`src/rtl/z80_prefetch.sv`:
```
// Z80 bus interface and instruction prefetch unit. It owns the single memory port,
// keeps a DEPTH-byte opcode queue ahead of the decoder and slots in one-byte data accesses.
module z80_prefetch #(
  parameter int            DEPTH    = 4,
  parameter int            LAT      = 1,
  parameter int            AW       = 16,
  parameter logic [AW-1:0] RESET_PC = '0
) (
  input  logic          CLOCK,
  input  logic          RESET,
  input  logic          HOLD,
  output logic [AW-1:0] A,
  input  logic [7:0]    DI,
  output logic [7:0]    DO,
  output logic          W,
  output logic          q_valid,
  output logic [7:0]    q_data,
  output logic [AW-1:0] q_pc,
  input  logic          q_pop,
  input  logic          jmp,
  input  logic [AW-1:0] jmp_addr,
  input  logic          d_req,
  input  logic          d_we,
  input  logic [AW-1:0] d_addr,
  input  logic [7:0]    d_wdata,
  output logic          d_ack,
  output logic [7:0]    d_rdata
);
  localparam int CW = $clog2(DEPTH) + 1;
  localparam int SW = 6;

  logic [AW-1:0]    fptr_reg, fptr_next;
  logic [7:0]       do_reg;
  logic             busy_reg, busy_next;
  logic             d_ack_reg, d_ack_next;
  logic [7:0]       d_rdata_reg;

  logic [LAT-1:0]   tag_vld_reg, tag_vld_next;
  logic [LAT-1:0]   tag_fetch_reg, tag_fetch_next;
  logic [AW-1:0]    tag_addr_reg  [LAT];
  logic [AW-1:0]    tag_addr_next [LAT];

  logic [DEPTH-1:0] q_vld_reg;
  logic             q_vld_next  [DEPTH];
  logic [7:0]       q_data_reg  [DEPTH];
  logic [7:0]       q_data_next [DEPTH];
  logic [AW-1:0]    q_pc_reg    [DEPTH];
  logic [AW-1:0]    q_pc_next   [DEPTH];
  logic [CW-1:0]    count_reg, count_next, wpos;

  logic             run, room, data_issue, fetch_issue;
  logic [2:0]       inflight;
  logic             ret_fetch, ret_data, push, pop_eff;

  always_comb begin
    inflight = '0;
    for (int k = 0; k < LAT; k++)
      inflight = inflight + 3'(tag_vld_reg[k] & tag_fetch_reg[k]);
  end

  // Credit counts bytes already queued plus fetches still on the bus, so a
  // return always finds a free slot even when nothing is popped.
  assign run         = HOLD & ~RESET;
  assign room        = (SW'(count_reg) + SW'(inflight)) < SW'(DEPTH);
  assign data_issue  = run & d_req & ~busy_reg;
  assign fetch_issue = run & ~data_issue & ~jmp & room;

  assign A  = data_issue ? d_addr : fptr_reg;
  assign W  = data_issue & d_we;
  assign DO = W ? d_wdata : do_reg;

  assign ret_fetch = tag_vld_reg[LAT-1] & tag_fetch_reg[LAT-1];
  assign ret_data  = tag_vld_reg[LAT-1] & ~tag_fetch_reg[LAT-1];
  assign push      = ret_fetch & ~jmp;
  assign pop_eff   = q_pop & q_vld_reg[0] & ~jmp;
  assign wpos      = count_reg - CW'(pop_eff);

  always_comb begin
    tag_vld_next      = tag_vld_reg << 1;
    tag_fetch_next    = tag_fetch_reg << 1;
    tag_vld_next[0]   = fetch_issue | (data_issue & ~d_we);
    tag_fetch_next[0] = fetch_issue;
    tag_addr_next[0]  = fptr_reg;
    for (int k = 1; k < LAT; k++)
      tag_addr_next[k] = tag_addr_reg[k-1];
    // A jump kills every fetch on the bus but lets a pending data read finish.
    if (jmp)
      tag_vld_next = tag_vld_next & ~tag_fetch_next;
  end

  always_comb begin
    fptr_next = fptr_reg;
    if (jmp)
      fptr_next = jmp_addr;
    else if (fetch_issue)
      fptr_next = fptr_reg + 1'b1;

    busy_next = busy_reg;
    if (data_issue)
      busy_next = 1'b1;
    else if (d_ack_reg)
      busy_next = 1'b0;

    d_ack_next = (data_issue & d_we) | ret_data;

    count_next = count_reg + CW'(push) - CW'(pop_eff);
    if (jmp)
      count_next = '0;
  end

  // Shift-down queue: entry 0 is always the head, so the head outputs come
  // straight from flops.
  genvar gi;
  generate
    for (gi = 0; gi < DEPTH; gi++) begin : g_q
      logic          shift_vld;
      logic [7:0]    shift_data;
      logic [AW-1:0] shift_pc;
      logic          take;
      if (gi < DEPTH - 1) begin : g_mid
        assign shift_vld  = pop_eff ? q_vld_reg[gi+1]  : q_vld_reg[gi];
        assign shift_data = pop_eff ? q_data_reg[gi+1] : q_data_reg[gi];
        assign shift_pc   = pop_eff ? q_pc_reg[gi+1]   : q_pc_reg[gi];
      end else begin : g_last
        assign shift_vld  = pop_eff ? 1'b0 : q_vld_reg[gi];
        assign shift_data = q_data_reg[gi];
        assign shift_pc   = q_pc_reg[gi];
      end
      assign take            = push & (wpos == CW'(gi));
      assign q_vld_next[gi]  = ~jmp & (take | shift_vld);
      assign q_data_next[gi] = take ? DI : shift_data;
      assign q_pc_next[gi]   = take ? tag_addr_reg[LAT-1] : shift_pc;
    end
  endgenerate

  always_ff @(posedge CLOCK) begin
    if (RESET) begin
      fptr_reg      <= RESET_PC;
      do_reg        <= '0;
      busy_reg      <= 1'b0;
      d_ack_reg     <= 1'b0;
      d_rdata_reg   <= '0;
      tag_vld_reg   <= '0;
      tag_fetch_reg <= '0;
      count_reg     <= '0;
      q_vld_reg     <= '0;
      for (int k = 0; k < LAT; k++)
        tag_addr_reg[k] <= '0;
      for (int i = 0; i < DEPTH; i++) begin
        q_data_reg[i] <= '0;
        q_pc_reg[i]   <= RESET_PC;
      end
    end else begin
      fptr_reg      <= fptr_next;
      do_reg        <= DO;
      busy_reg      <= busy_next;
      d_ack_reg     <= d_ack_next;
      if (ret_data)
        d_rdata_reg <= DI;
      tag_vld_reg   <= tag_vld_next;
      tag_fetch_reg <= tag_fetch_next;
      count_reg     <= count_next;
      for (int k = 0; k < LAT; k++)
        tag_addr_reg[k] <= tag_addr_next[k];
      for (int i = 0; i < DEPTH; i++) begin
        q_vld_reg[i]  <= q_vld_next[i];
        q_data_reg[i] <= q_data_next[i];
        q_pc_reg[i]   <= q_pc_next[i];
      end
    end
  end

  assign q_valid = q_vld_reg[0];
  assign q_data  = q_data_reg[0];
  assign q_pc    = q_pc_reg[0];
  assign d_ack   = d_ack_reg;
  assign d_rdata = d_rdata_reg;

endmodule

```
`config.mk`:
```
export PLATFORM = sky130hd
export DESIGN_NAME = z80_prefetch
export DESIGN_NICKNAME = d
export VERILOG_FILES = /design/src/rtl/z80_prefetch.sv
export SDC_FILE = /design/constraint.sdc
export NUM_CORES = 1
export LEC_CHECK = 0
export ABC_CLOCK_PERIOD_IN_PS = 2200
export BUFFER_PORTS_ARGS = -buffer_cell sky130_fd_sc_hd__buf_2
export CAP_MARGIN = 20
export CORE_ASPECT_RATIO = 0.8
export CORE_UTILIZATION = 40
export CTS_CLUSTER_DIAMETER = 150
export DETAILED_ROUTE_END_ITERATION = 8
export PLACE_DENSITY = 0.66
export SLEW_MARGIN = 40
export SYNTH_ARGS = -nofsm -noshare
export SYNTH_HDL_FRONTEND = slang
export SYNTH_SLANG_ARGS = --single-unit
```
`constraint.sdc`:
```
create_clock -name CLOCK -period 2.2 [get_ports CLOCK]
set_input_delay 0.11 -clock CLOCK [delete_from_list [all_inputs] [get_ports CLOCK]]
set_output_delay 0.11 -clock CLOCK [all_outputs]
set_load 0.1 [all_outputs]
```
Word-level counts from Yosys, hierarchy flattened
Memories as Yosys holds them, arrays and structs flattened.
Index checks and enable logic that the tools add are counted.
Widths: inputs -> output; s select.

storage, ports and cells
  register bits = 43
  bits in writable memories = 112
  output and inout bits = 59
  logic and storage cells = 108
  memories kept = 3

memory list
  memory        words  bits a word  read ports  clocked after memory_dff  wr ports  RTL line  RTL
  q_pc_reg      4      16           4           0                         4         47        logic [AW-1:0] q_pc_reg [DEPTH];
  q_data_reg    4      8            4           0                         4         45        logic [7:0] q_data_reg [DEPTH];
  tag_addr_reg  1      16           1           0                         1         40        logic [AW-1:0] tag_addr_reg [LAT];

operators by class
  $add $sub $neg = 5
  $lt $le $gt $ge = 1
  equality and inequality tests = 3
  muxes and demuxes = 38
  bitwise operators = 44
  reduce and logical (&&, ||, !) cells = 5

operators with widths
  kind                   number
  $mux 16                15
  $mux 8                 12
  $and 1x1->1            23
  $add 16x1->16 const B  1
  $reduce_or 16->1       1
  $or 1x1->1             14
  $mux 1                 11
  $not 1->1              7
  $eq 3x2->1 const B     2
  $sub 3x1->3            2
  $add 3x1->4            1
  $lt 4x3->1 const B     1
  $reduce_bool 2->1      2
  $add 3x1->3            1
  $eq 3x1->1 const B     1
  $logic_not 3->1        1
  $reduce_or 2->1        1

Longest topological paths before layout
  depth after elaboration = 11
  gate-level depth with buffers = 14

Worst setup path after synthesis
OpenSTA, ideal clock, no wires.

  path kind = register to output
  start = register busy_reg
  end = output port A[2]
  arrival time = 2.999 ns
  data required time = 2.090 ns
  path slack = -0.909 ns
  stages on the path, launching flop included = 6
  buffers on the path = 2
  cell sequence = dfxtp_1 -> nand2b_1 -> nor3b_1 -> buf_2 -> buf_2 -> o21ai_0

on the way
  longest elaborated chain between the ends = 3

ends and longest elaborated chain
  what                    RTL line  RTL
  from (decl)             34        logic busy_reg, busy_next;
  from (signal assigned)  156       busy_reg <= busy_next;
  $not 1->1               65        assign data_issue = run & d_req & ~busy_reg;
  $and 1x1->1             65
  $mux 16                 68        assign A = data_issue ? d_addr : fptr_reg;
  to (decl)               12        output logic [AW-1:0] A,

Every way passes these cells.

Worst setup path in the final report
  start = register busy_reg
  end = output port DO[0]

on the way
  longest elaborated chain between the ends = 4

ends and longest elaborated chain
  what         RTL line  RTL
  $not 1->1    65
  $and 1x1->1  65
  $and 1x1->1  69        assign W = data_issue & d_we;
  $mux 8       70        assign DO = W ? d_wdata : do_reg;
  to (decl)    14        output logic [7:0] DO,

Every way passes these cells.

==> impl_metrics.py <==
metrics = {
    "outcome": {
        "status": "finished clean",
    },
    "power_and_ir_drop": {
        "fin_total_pwr_mw": 6.55,
        "combPwrFrac_pct": 10.4,
        "power_switching_mw": 1.71,
        "clkPwrFrac_pct": 45.1,
        "ir_drop_mv": 0.500,
        "pwr-share-seq_pct": 44.4,
        "internal_power_mw": 4.84,
        "swShare_pct": 26.2,
        "p_per_area_nw_per_um2": 768,
        "leakage_nw": 3.91,
    },
    "die": {
        "rows": 41,
        "start_util_pct": 41.4,
        "ios": 114,
        "dieArea_um2": 17000,
        "core_area_um2": 16000,
        "die_y_um": 117,
        "die_w_um": 146,
    },
    "synth": {
        "syn_nets": 777,
        "yosys_register_bits": 155,
        "synth_area_per_cell_um2": 9.22,
        "synth.largest_area_cell": "dfxtp_1",
        "synth_top_area_share_pct": 47.0,
        "synth_edf_count": 0,
        "synthesis.instances": 717,
        "syn-cell-area_um2": 6610,
        "async_flop_share_pct": 0,
        "synth_area_leaders": "dfxtp_1, mux2i_1, a211oi_1, nor2_1, nand2_1",
        "yosys_warnings": 0,
        "ys.flop_type": "dfxtp_1",
        "ys_types": 43,
        "synth-seq-area-share_pct": 47.0,
    },
    "clock_tree": {
        "cts_max_path_buffers": 2,
        "clockRootBuffer": "clkbuf_16",
        "clk_pin_slew_ns": 0.06,
        "htreeDepth": 4,
        "clk_latency_ns": 0.42,
        "clock_sinks": 155,
        "cts_tree": "yes",
        "cts-buffers-inserted": 17,
    },
    "layout": {
        "drive_above_1_share_pct": 24.6,
        "final_common_cell": "dfxtp_1",
        "nFillCells": 1466,
        "nets": 895,
        "fin_util_pct": 53.5,
        "layout_common_cells": "dfxtp_1, buf_2, nor2_1",
        "area_growth_pct": 29.1,
        "multiInputGateArea_um2": 3320,
        "layoutNonFillerInstCount": 1063,
        "largest_reg_flops": 64,
        "seqCellArea_um2": 3110,
        "num_antenna_cells": 0,
    },
    "placed_design": {
        "gp_congestion": 0.847,
        "dp.cells": 1009,
        "io_buffers": 113,
        "dp_hpwl_um": 10300,
    },
    "setup_path": {
        "worstPathCellList": "nand2b_4 -> nor3b_4 -> buf_6 -> nand2_2 -> mux2_2 -> buf_12",
        "arrival_ns": 1.97,
        "worstPathRequired_ns": 2.09,
        "crit_fanout": 10,
        "critical-path-max-stage-delay_ns": 0.36,
        "start_kind": "register",
        "crit_type": "reg2out",
        "slowest_stage": "mux2_2",
        "end_kind": "primary output",
    },
    "routing": {
        "routed_wl_um": 16300,
        "post_drt_via_cell_ratio": 5.11,
        "drt_iter0_drc": 277,
        "num_vias": 5432,
        "post-route-drc-count": 0,
        "ant_nets": 0,
        "wl_per_cell_um": 15.3,
        "first_pass_iters": 5,
    },
    "grt": {
        "antenna_found_initial": 0,
        "grt_first_pass_wirelength_um": 25500,
        "grt_max_degree": 81,
        "track_usage_pct": 19.0,
        "grt_pass1_vias": 4957,
        "grt-ovfl-total": 0,
    },
    "timing": {
        "hold_slack_ns": 0.0441,
        "setup_viol": 0,
        "skew_ns": 0.00845,
        "slew_headroom_pct": 58.6,
        "fmax_ghz": 0.480,
        "slew_viol_final": 0,
        "rsz0062_at_grt": "true",
        "post-route-period-util_pct": 94.7,
        "tightest_slew_ns": 0.621,
        "period_needed_ns": 2.08,
        "fin_setup_tns_ns": 0,
        "finalHoldViolations": 0,
    },
    "flow_run": {
        "drv_cap": 0,
    },
    "worst_hold_path": {
        "hold_path.class": "in2reg",
    },
}
==> layout make-up <==
cell class | instances | share of cell area, %
multi-input combinational | 500 | 38.9
sequential | 155 | 36.4
timing repair buffer | 153 | 14.1
clock buffer | 19 | 5.44
tap | 215 | 3.15
clock inverter | 13 | 1.61
inverter | 8 | 0.352
==> worst max-delay path: cells and delay by family (launching register included) <==
family	cells	cell delay (ns)
buffers and inverters	2	0.32
flip-flops	1	0.31
multiplexers	1	0.36
AND/OR/NAND/NOR	3	0.55
==> path summary, 6_finish.rpt <==
path	from	endpoint	slack, ns	cells past startpoint
max	busy_reg	DO[0]	0.12	6
min	RESET	tag_addr_reg[0][7]	0.04	2
max reg2reg	q_vld_reg[0]	q_pc_reg[2][11]	0.13	8
min reg2reg	q_pc_reg[3][6]	q_pc_reg[3][6]	0.45	2
==> per-layer routing <==
metal | GRT usage [%] | wire length (µm) | up-vias
met1 | 28.0 | 8560 | 2507
met5 | 0 | 0 | -
met3 | 5.04 | 894 | 12
li1 | - | - | 2765
met2 | 27.1 | 6680 | 148
met4 | 4.98 | 118 | 0
==> stage by stage <==
step	cell area (µm²)	setup slack, ns
3_5_place_dp	7600	0.123
6_report	8530	0.117
5_1_grt	8530	-0.0130
3_3_place_gp	7600	0.214
2_1_floorplan	6820	-0.183
4_1_cts	8440	0.0104
==> logic make-up (layout without fill, tap and decap cells) <==
logic type,after synthesis,in the layout,share of synthesized area [%]
AO/OA/AOI/OAI,144,144,14.8
XOR/XNOR,11,11,1.57
adder cells (fa/ha/maj),5,5,1.06
buffers and inverters,62,193,4.07
flip-flops,155,155,47.0
multiplexers,96,96,15.0
AND/OR/NAND/NOR,244,244,16.6
==> synthesized netlist by cell type (6+ instances only) <==
master    count
nor2_1       88
nand3_1      15
dfxtp_1     155
clkbuf_1     29
nor2b_1      23
inv_1         8
buf_2        20
mux2_2       22
xor2_1        6
a21oi_1      42
mux2i_1      74
and2_1        6
a211oi_1     78
nand2_1      83
==> power groups by stage <==
| stage | clock network (mW) | registers (mW) | logic (mW) |
|---|---|---|---|
| 4_1_cts | 3.01 | 2.91 | 0.663 |
| 2_1_floorplan | 0 | 3.01 | 0.390 |
| 3_3_place_gp | 0 | 2.97 | 0.619 |
| 3_5_place_dp | 0 | 2.97 | 0.619 |
| 5_1_grt | 3.14 | 2.92 | 0.717 |
| 6_report | 2.96 | 2.91 | 0.685 |
==> what timing repair did <==
action / CTS / global route
resized for setup: 17 / 16
cloned: 0 / 2
hold endpoints to repair: 24 / 0
pin swaps: 1 / 1
setup buffers: 0 / 1
setup endpoints to repair: 22 / 50
hold buffers: 19 / 0
(Power assumes the default switching activity.)
